**config.mk**
```make
export PLATFORM = sky130hd
export DESIGN_NAME = counter
export DESIGN_NICKNAME = d
export VERILOG_FILES = /design/src/rtl/counter.sv
export SDC_FILE = /design/constraint.sdc
export NUM_CORES = 1
export LEC_CHECK = 0
export BUFFER_PORTS_ARGS = -buffer_cell sky130_fd_sc_hd__buf_2
export CAP_MARGIN = 40
export CORE_MARGIN = 2
export CORE_UTILIZATION = 25
export CTS_CLUSTER_DIAMETER = 120
export DETAILED_ROUTE_END_ITERATION = 10
export PLACE_DENSITY_LB_ADDON = 0.12
export SYNTH_ARGS = -nofsm -noshare
export SYNTH_HDL_FRONTEND = slang
export SYNTH_SLANG_ARGS = --single-unit
```
**constraint.sdc**
```tcl
create_clock -name clk -period 2.1 [get_ports clk]
set_input_delay 0.105 -clock clk [delete_from_list [all_inputs] [get_ports clk]]
set_output_delay 0.105 -clock clk [all_outputs]
set_load 0.05 [all_outputs]
```
**src/rtl/counter.sv**
```systemverilog
// WIDTH-bit up/down counter with parallel load, hold and terminal-count flag.
// Priority on each rising clk edge: load > hold > count (up/down).
// Build option: define COUNTER_SAT_EN to saturate at the end points instead
// of wrapping modulo 2^WIDTH. The default build (macro undefined) wraps.
module counter #(
  parameter int WIDTH = 4
) (
  input  logic             clk,
  input  logic             rst,
  input  logic             load,
  input  logic [WIDTH-1:0] d,
  input  logic             up,
  input  logic             hold,
  output logic [WIDTH-1:0] q,
  output logic             tc
);

  localparam logic [WIDTH-1:0] MAX_VAL = {WIDTH{1'b1}};
  localparam logic [WIDTH-1:0] MIN_VAL = {WIDTH{1'b0}};
  localparam logic [WIDTH-1:0] ONE     = {{(WIDTH-1){1'b0}}, 1'b1};

  logic             at_max;
  logic             at_min;
  logic [WIDTH-1:0] q_inc;
  logic [WIDTH-1:0] q_dec;
  logic [WIDTH-1:0] next_q;

  assign at_max = (q == MAX_VAL);
  assign at_min = (q == MIN_VAL);

  // Step values in each direction; saturating build pins at the end points.
  always_comb begin
`ifdef COUNTER_SAT_EN
    q_inc = at_max ? MAX_VAL : q + ONE;
    q_dec = at_min ? MIN_VAL : q - ONE;
`else
    q_inc = q + ONE;
    q_dec = q - ONE;
`endif
  end

  // Next count in priority order: load, then hold, then direction.
  always_comb begin
    next_q = q;
    if (load) begin
      next_q = d;
    end else if (hold) begin
      next_q = q;
    end else if (up) begin
      next_q = q_inc;
    end else begin
      next_q = q_dec;
    end
  end

  // Count register; reset clears it without waiting for a clock edge.
  always_ff @(posedge clk or posedge rst) begin
    if (rst) begin
      q <= MIN_VAL;
    end else begin
      q <= next_q;
    end
  end

  // The next edge would wrap (or saturate) only when actually counting.
  assign tc = ~load & ~hold & (up ? at_max : at_min);

endmodule

```
* Word level (Yosys, flattened, before mapping) *
Index checks and enable logic that the tools add are counted.

cells by class
  $add $sub $neg = 2
  equality and inequality tests = 2
  multiplexer cells = 4
  bitwise operators = 4
  reductions and logical operators = 1

operator list
  cell                 number
  $mux 4               3
  $add 4x1->4 const B  1
  $eq 4x4->1 const B   1
  $logic_not 4->1      1
  $sub 4x1->4 const B  1
  $and 1x1->1          2
  $ne 2x2->1 const B   1
  $not 1->1            2
  $mux 1               1

storage, ports and cells
  bits in registers = 4
  bits of input ports = 9
  output and inout bits = 5
  logic and storage cells = 14

* Longest topological paths before layout *
Gate-level depths: netlist of run 1.

  depth after elaboration = 4
  gate-level depth with buffers = 5
  mapped depth without buffers = 5

* Least setup slack after synthesis of run 1 *
Ideal clock, no wire load.

  path kind = register -> output
  from = register q[0]
  to = output tc
  arrival = 2068 ps
  data required time = 1995 ps
  path slack = -73 ps
  stages on the path, launching flop included = 4
  path buffers = 0
  path through = dfrtp_1 -> nand4_1 -> a2bb2oi_1 -> nor3_1

between the ends
  word-level cells in the longest chain between the ends = 3
  elaborated cells on any way between the ends = 4
  those cells by class = eq/ne: 1; mux: 1; bitwise: 1; reduce/logical: 1

ends and longest elaborated chain
  element                                        RTL line  RTL
  from (decl)                                    14        output logic [WIDTH-1:0] q,
  from (signal assigned)                         61        q <= next_q;
  $eq 4x4->1 or $logic_not 4->1 (tied branches)  28, 29
  $mux 1 *                                       66        assign tc = ~load & ~hold & (up ? at_max : at_min);
  $and 1x1->1 *                                  66
  to (decl)                                      15        output logic tc

Mark *: on every way between the ends. The rest lies on a longest branch, timed or not.

* Worst setup path after layout of run 1 *
Same ends and word-level chain as after synthesis.

==> results of run 1 <==
## layout by cell type (no fill, tap or decap)
master and n:
clkbuf_4 3, buf_2 13, nor3b_1 1, nand4_1 2, nand3b_1 2, or4_1 1, nor3_2 1, nor2_1 1
dfrtp_1 4, dlygate4sd3_1 1, nor4b_1 1, o21ai_0 3, ha_1 2, mux2i_1 2, xor2_1 2, nor3_1 1
a2bb2oi_1 1, inv_1 2, a21o_2 1, nand2_1 4, a21oi_1 1, fa_1 1, nand3_1 1, o2bb2ai_1 1
a221o_1 1
## power breakdown
part,switching [mW],internal [mW]
clock,0.0274,0.0637
sequential,0.0217,0.0900
combinational,0.0920,0.0510
## cell type report
class	instances	share of cell area, %
Clock buffer	3	4.97
Inverter	2	1.66
Multi-Input combinational cell	30	50.6
Sequential cell	4	22.1
Tap cell	15	4.14
Timing Repair Buffer	14	16.6
## worst paths after layout
check | from | endpoint | slack (ns)
setup / recovery | q[0]$_DFFE_PP0P_ | tc | 0.62
hold / removal | d[2] | q[2]$_DFFE_PP0P_ | 0.08
setup reg to reg | q[1]$_DFFE_PP0P_ | q[3]$_DFFE_PP0P_ | 0.66
hold reg to reg | q[2]$_DFFE_PP0P_ | q[2]$_DFFE_PP0P_ | 0.66
max in group asynchronous | rst | q[0]$_DFFE_PP0P_ | 1.66
min in group asynchronous | rst | q[2]$_DFFE_PP0P_ | 0.29
## kinds of logic after synthesis
| group | after synthesis | share of synthesized area, % |
|---|---|---|
| AO/OA/AOI/OAI | 8 | 16.2 |
| XOR/XNOR | 2 | 5.06 |
| adder cells (fa/ha/maj) | 3 | 13.0 |
| buffers and inverters | 4 | 6.50 |
| flip-flops | 4 | 28.9 |
| multiplexers | 2 | 5.78 |
| AND/OR/NAND/NOR | 15 | 24.5 |
## per-layer routing
layer	part of all wire, %	wire length, um	up-vias	global-route usage [%]
met5	0	0	-	0
met4	0	0	0	7.26
met3	5.9	45	0	3.26
met2	46	349	10	16.4
met1	48	370	154	16.1
li1	-	-	173	-
## stage by stage
stage / total power, mW / hold WS [ns]
after floorplan: 0.220 / -0.129
after global placement: 0.254 / -0.00457
after detailed placement: 0.256 / -0.0109
after CTS: 0.354 / 0.0776
after global routing: 0.377 / 0.0939
final: 0.346 / 0.0847
## critical path, stage by stage (launching register included)
cell,delay (ns)
dfrtp_1,0.46
nor3_1,0.22
a2bb2oi_1,0.10
nor3_2,0.10
buf_2,0.28
## timing repair
action                                 CTS  global route
endpoints found under the hold margin    4             0
setup endpoints to repair                0             0
hold buffers                             1             0
==> out/summary.txt, run 1 <==
Num Clock Sinks: 4
synthesized cell area: 347 sq um
CTS Buf Count: 3
CTS resizes: 0
worst slew pin tran: 0.251 ns
Worst Path Required: 2.00 ns
H-tree levels: 1
RSZ-0062 raised after global routing: false
CTS tree: yes
asr flop ratio synth: 100%
share of layout cells above drive strength 1: 34.0%
leading area contributor after synthesis: dfrtp_1
static leakage: 0.219 nW
Clock Skews: 0.000495 ns
CP arrival: 1.38 ns
Placed Cells: 64
initial antenna violation count: 0
Post-synth EDFFs: 0
max_slew headroom: 83.0%
Largest regs: q x4
gr usage total: 11.9%
Final Hold Vio Count: 0
Setup TNS Final: 0 ns
Mapped Avg Cell Area: 9.12 sq um
Core Box Area: 1300 sq um
sequential-to-total area share from yosys stat: 28.9%
routed vias: 337
final worst path period need: 1.48 ns
clock latency on the worst-skew pair: 0.23 ns
fin nets: 67
DRC: 0
fin cells: 68
Power Density: 763 nW/um^2
Die H: 41.2 um
register area: 100 sq um
Commonest cells post-synth: 4 x dfrtp_1, 4 x nand2_1, 3 x o21ai_0
clk root buf: clkbuf_4
Starting Density: 26.6%
CP max FO: 7
Worst Reg-to-Reg Cells: 4
cell area after layout: 453 sq um
total gr overflow: 0
DIE AREA: 1700 sq um
Setup Viol. Count Final: 0
DR pass1 iterations: 4
dpl hpwl: 587 um
Synth Warn #: 0
IO Port Bufs: 13
fmax: 674 MHz
Antenna diodes: 0
Syn Inst Count: 38
Final Slew Violations: 0
Largest Register: q
# Post-CTS Setup Buffers: 0
status: completed
Final ANT Viol Nets: 0
worst slack, placed: 0.647 ns
post-DR vias/cell: 4.96
number of max-cap violations: 0
Worst Hold Class: input pin to register
Crit Path Class: register to primary output
area of the multi-input gates: 229 sq um
num ports: 14
Worst setup EP type: primary output
Final Util: 34.8%
setup slack after layout: 0.616 ns
WL/cell: 11.3 um
count of cell types in the netlist: 23
initial DRC count: 10
CTS Buffer Depth: 2
Synth top area share: 28.9%
Peak VDD IR: 0.270 mV
Area Growth Syn to Fin: 30.7%
final wirelength: 765 um
row count: 13
Worst-path clk slew: 0.03 ns
Seq cells post-synth: 4
Tcrit/Tclk final: 70.7%
Worst Setup Start Kind: register
gpl congestion: 0.720
Placed Area: 420 sq um
syn nets: 50
max reg flops: 4
fill count: 143
global-route wire length before repair: 1280 um
largest net degree at the start of global routing: 14
Min-Delay Path Depth: 3
vias in the first global route: 302
Most used DFF post-synth: dfrtp_1
die width: 41.2 um
Synth area leaders: dfrtp_1 29%, ha_1 7.2%, fa_1 5.8%
No activity file was read; power rests on OpenSTA's default activity.
==> run 2: changes to the inputs <==
clock period = 1.3 ns   (was 2.1 ns; I/O delays follow)
==> out/summary.txt, run 2 (synthesis gave the netlist of run 1 again) <==
leading cell types in the layout, fill and taps excluded: 12 x buf_2, 6 x buf_4, 4 x nand2_1, 4 x dfrtp_2, 3 x clkbuf_4
Worst Reg-to-Reg Cells: 4
final worst path period need: 1.35 ns
Worst Hold Class: input pin to register
worst hold path startpoint: d[0]
number of max-cap violations: 0
Crit Path Class: register to register
Comb pwr share: 48.5%
global-route wire length before repair: 1640 um
status: finished, violations left
Final ANT Viol Nets: 0
gpl congestion: 0.797
die width: 41.2 um
CTS tree: yes
area of the multi-input gates: 284 sq um
sw frac: 41.8%
fin cells: 75
Worst Path Required: 1.47 ns
CTS Buffer Depth: 2
Largest stage delay, worst path: 0.46 ns
most common cell after layout, fill and taps aside: buf_2
Starting Density: 26.6%
total gr overflow: 0
power share of the clock group: 24.1%
worst hold endpoint: q[0]$_DFFE_PP0P_
WL/cell: 13.8 um
RSZ-0062 raised after global routing: true
DR pass1 iterations: 4
CP arrival: 1.52 ns
met1 Usage GRT: 20.1%
Final Util: 44.2%
critical path, cell by cell: ha_4 > a21o_2 > a221o_1 > nand4_1
CP max FO: 5
CTS Buf Count: 3
violated checks: setup timing
largest net degree at the start of global routing: 13
sw power: 0.286 mW
Num Clock Sinks: 4
Worst setup EP type: register
Slowest cell on crit path: dfrtp_2
Final Slew Violations: 0
fill count: 139
static leakage: 0.256 nW
part of the power in registers: 27.4%
Largest regs: q x4
flop2flop setup slack: -0.05 ns
num ports: 14
initial antenna violation count: 0
Worst Setup Start Kind: register
Final Hold Vio Count: 0
Core Box Area: 1300 sq um
final wirelength: 1030 um
Largest Register: q
DRC: 0
max_slew headroom: 79.5%
Min-Delay Path Depth: 3
IO Port Bufs: 13
Clock Skews: 0.0110 ns
setup slack after layout: -0.0458 ns
Placed Cells: 69
post-DR vias/cell: 5.17
Worst R2R Start: q[1]$_DFFE_PP0P_
Area Growth Syn to Fin: 66.1%
Setup Viol. Count Final: 2
Pint: 0.398 mW
Antenna diodes: 0
Die H: 41.2 um
register area: 105 sq um
worst slew pin tran: 0.307 ns
Peak VDD IR: 0.630 mV
routed vias: 388
max reg flops: 4
Power Density: 1190 nW/um^2
Tcrit/Tclk final: 104%
row count: 13
fin nets: 74
share of layout cells above drive strength 1: 58.3%
busiest grt layer: met2
H-tree levels: 1
Worst-path clk slew: 0.05 ns
vias in the first global route: 361
initial DRC count: 9
reg2reg end: q[3]$_DFFE_PP0P_
gr usage total: 15.6%
M2 GR Usage: 23.4%
DIE AREA: 1700 sq um
met3 Usage GRT: 6.52%
clk root buf: clkbuf_4
dpl hpwl: 762 um
clock latency on the worst-skew pair: 0.25 ns
fmax: 743 MHz
[run 2: cell types whose count changed in the layout (fill, tap and decap cells not counted), moves of 2 or more]
cell | previous run | this run
dfrtp_1 | 4 | 0
dfrtp_2 | 0 | 4
nor3_4 | 0 | 2
ha_4 | 0 | 2
buf_6 | 0 | 2
o21ai_1 | 0 | 2
o21ai_0 | 3 | 1
ha_1 | 2 | 0
buf_4 | 0 | 6
[run 2: power groups by stage]
stage / clock network, mW / logic, mW / registers (mW)
global placement: 0 / 0.274 / 0.177
floorplan: 0 / 0.114 / 0.255
detailed placement: 0 / 0.277 / 0.179
global route: 0.183 / 0.359 / 0.191
CTS: 0.168 / 0.314 / 0.185
finish: 0.165 / 0.331 / 0.187
[run 2: per-layer routing]
metal,vias up,routed length (um)
li1,188,-
met4,0,0
met2,16,505
met3,0,53
met1,184,473
met5,-,0
[run 2: worst max-delay path: cells and delay by family, from the launching register on]
kind | cells | cell delay [ns]
AOI/OAI and AO/OA | 2 | 0.48
DFF | 1 | 0.46
and+or+nand+nor | 1 | 0.10
adders and majority gates | 1 | 0.24
[run 2: repair_timing]
item,in CTS,in global routing
endpoints found under the setup margin,3,4
hold buffers,1,0
gates resized for setup,8,3
hold endpoints to repair,4,0
setup buffers,2,0
pin swaps,2,1
[run 2: worst max path at each step]
stage,from,endpoint,slack [ns],cells after the start
finish,q[1]$_DFFE_PP0P_,q[3]$_DFFE_PP0P_,-0.05,4
global route,q[1]$_DFFE_PP0P_,tc,-0.12,4
CTS,q[1]$_DFFE_PP0P_,tc,-0.05,4
detailed placement,q[1]$_DFFE_PP0P_,q[3]$_DFFE_PP0P_,-0.05,4
global placement,q[1]$_DFFE_PP0P_,q[3]$_DFFE_PP0P_,-0.02,4
floorplan,q[1]$_DFFE_PP0P_,q[3]$_DFFE_PP0P_,-0.14,4
[run 2: stage by stage]
step                      power [mW]  worst slack, ns  area, sq um  setup TNS [ns]  hold slack [ns]
after floorplan                0.369           -0.135          375          -0.351           -0.169
after global placement         0.450          -0.0232          482         -0.0232          -0.0470
after detailed placement       0.456          -0.0549          482         -0.0949          -0.0380
after CTS                      0.667          -0.0548          559          -0.106           0.0331
after global routing           0.733           -0.121          576          -0.290           0.0525
final                          0.684          -0.0458          576         -0.0888           0.0310
[run 2: area by class of cell]
| cell class | count | share of cell area (%) |
|---|---|---|
| multi-input combinational | 30 | 49.3 |
| timing repair buffer | 21 | 23.9 |
| sequential | 4 | 18.3 |
| clock buffer | 3 | 3.91 |
| tap | 15 | 3.26 |
| inverter | 2 | 1.30 |
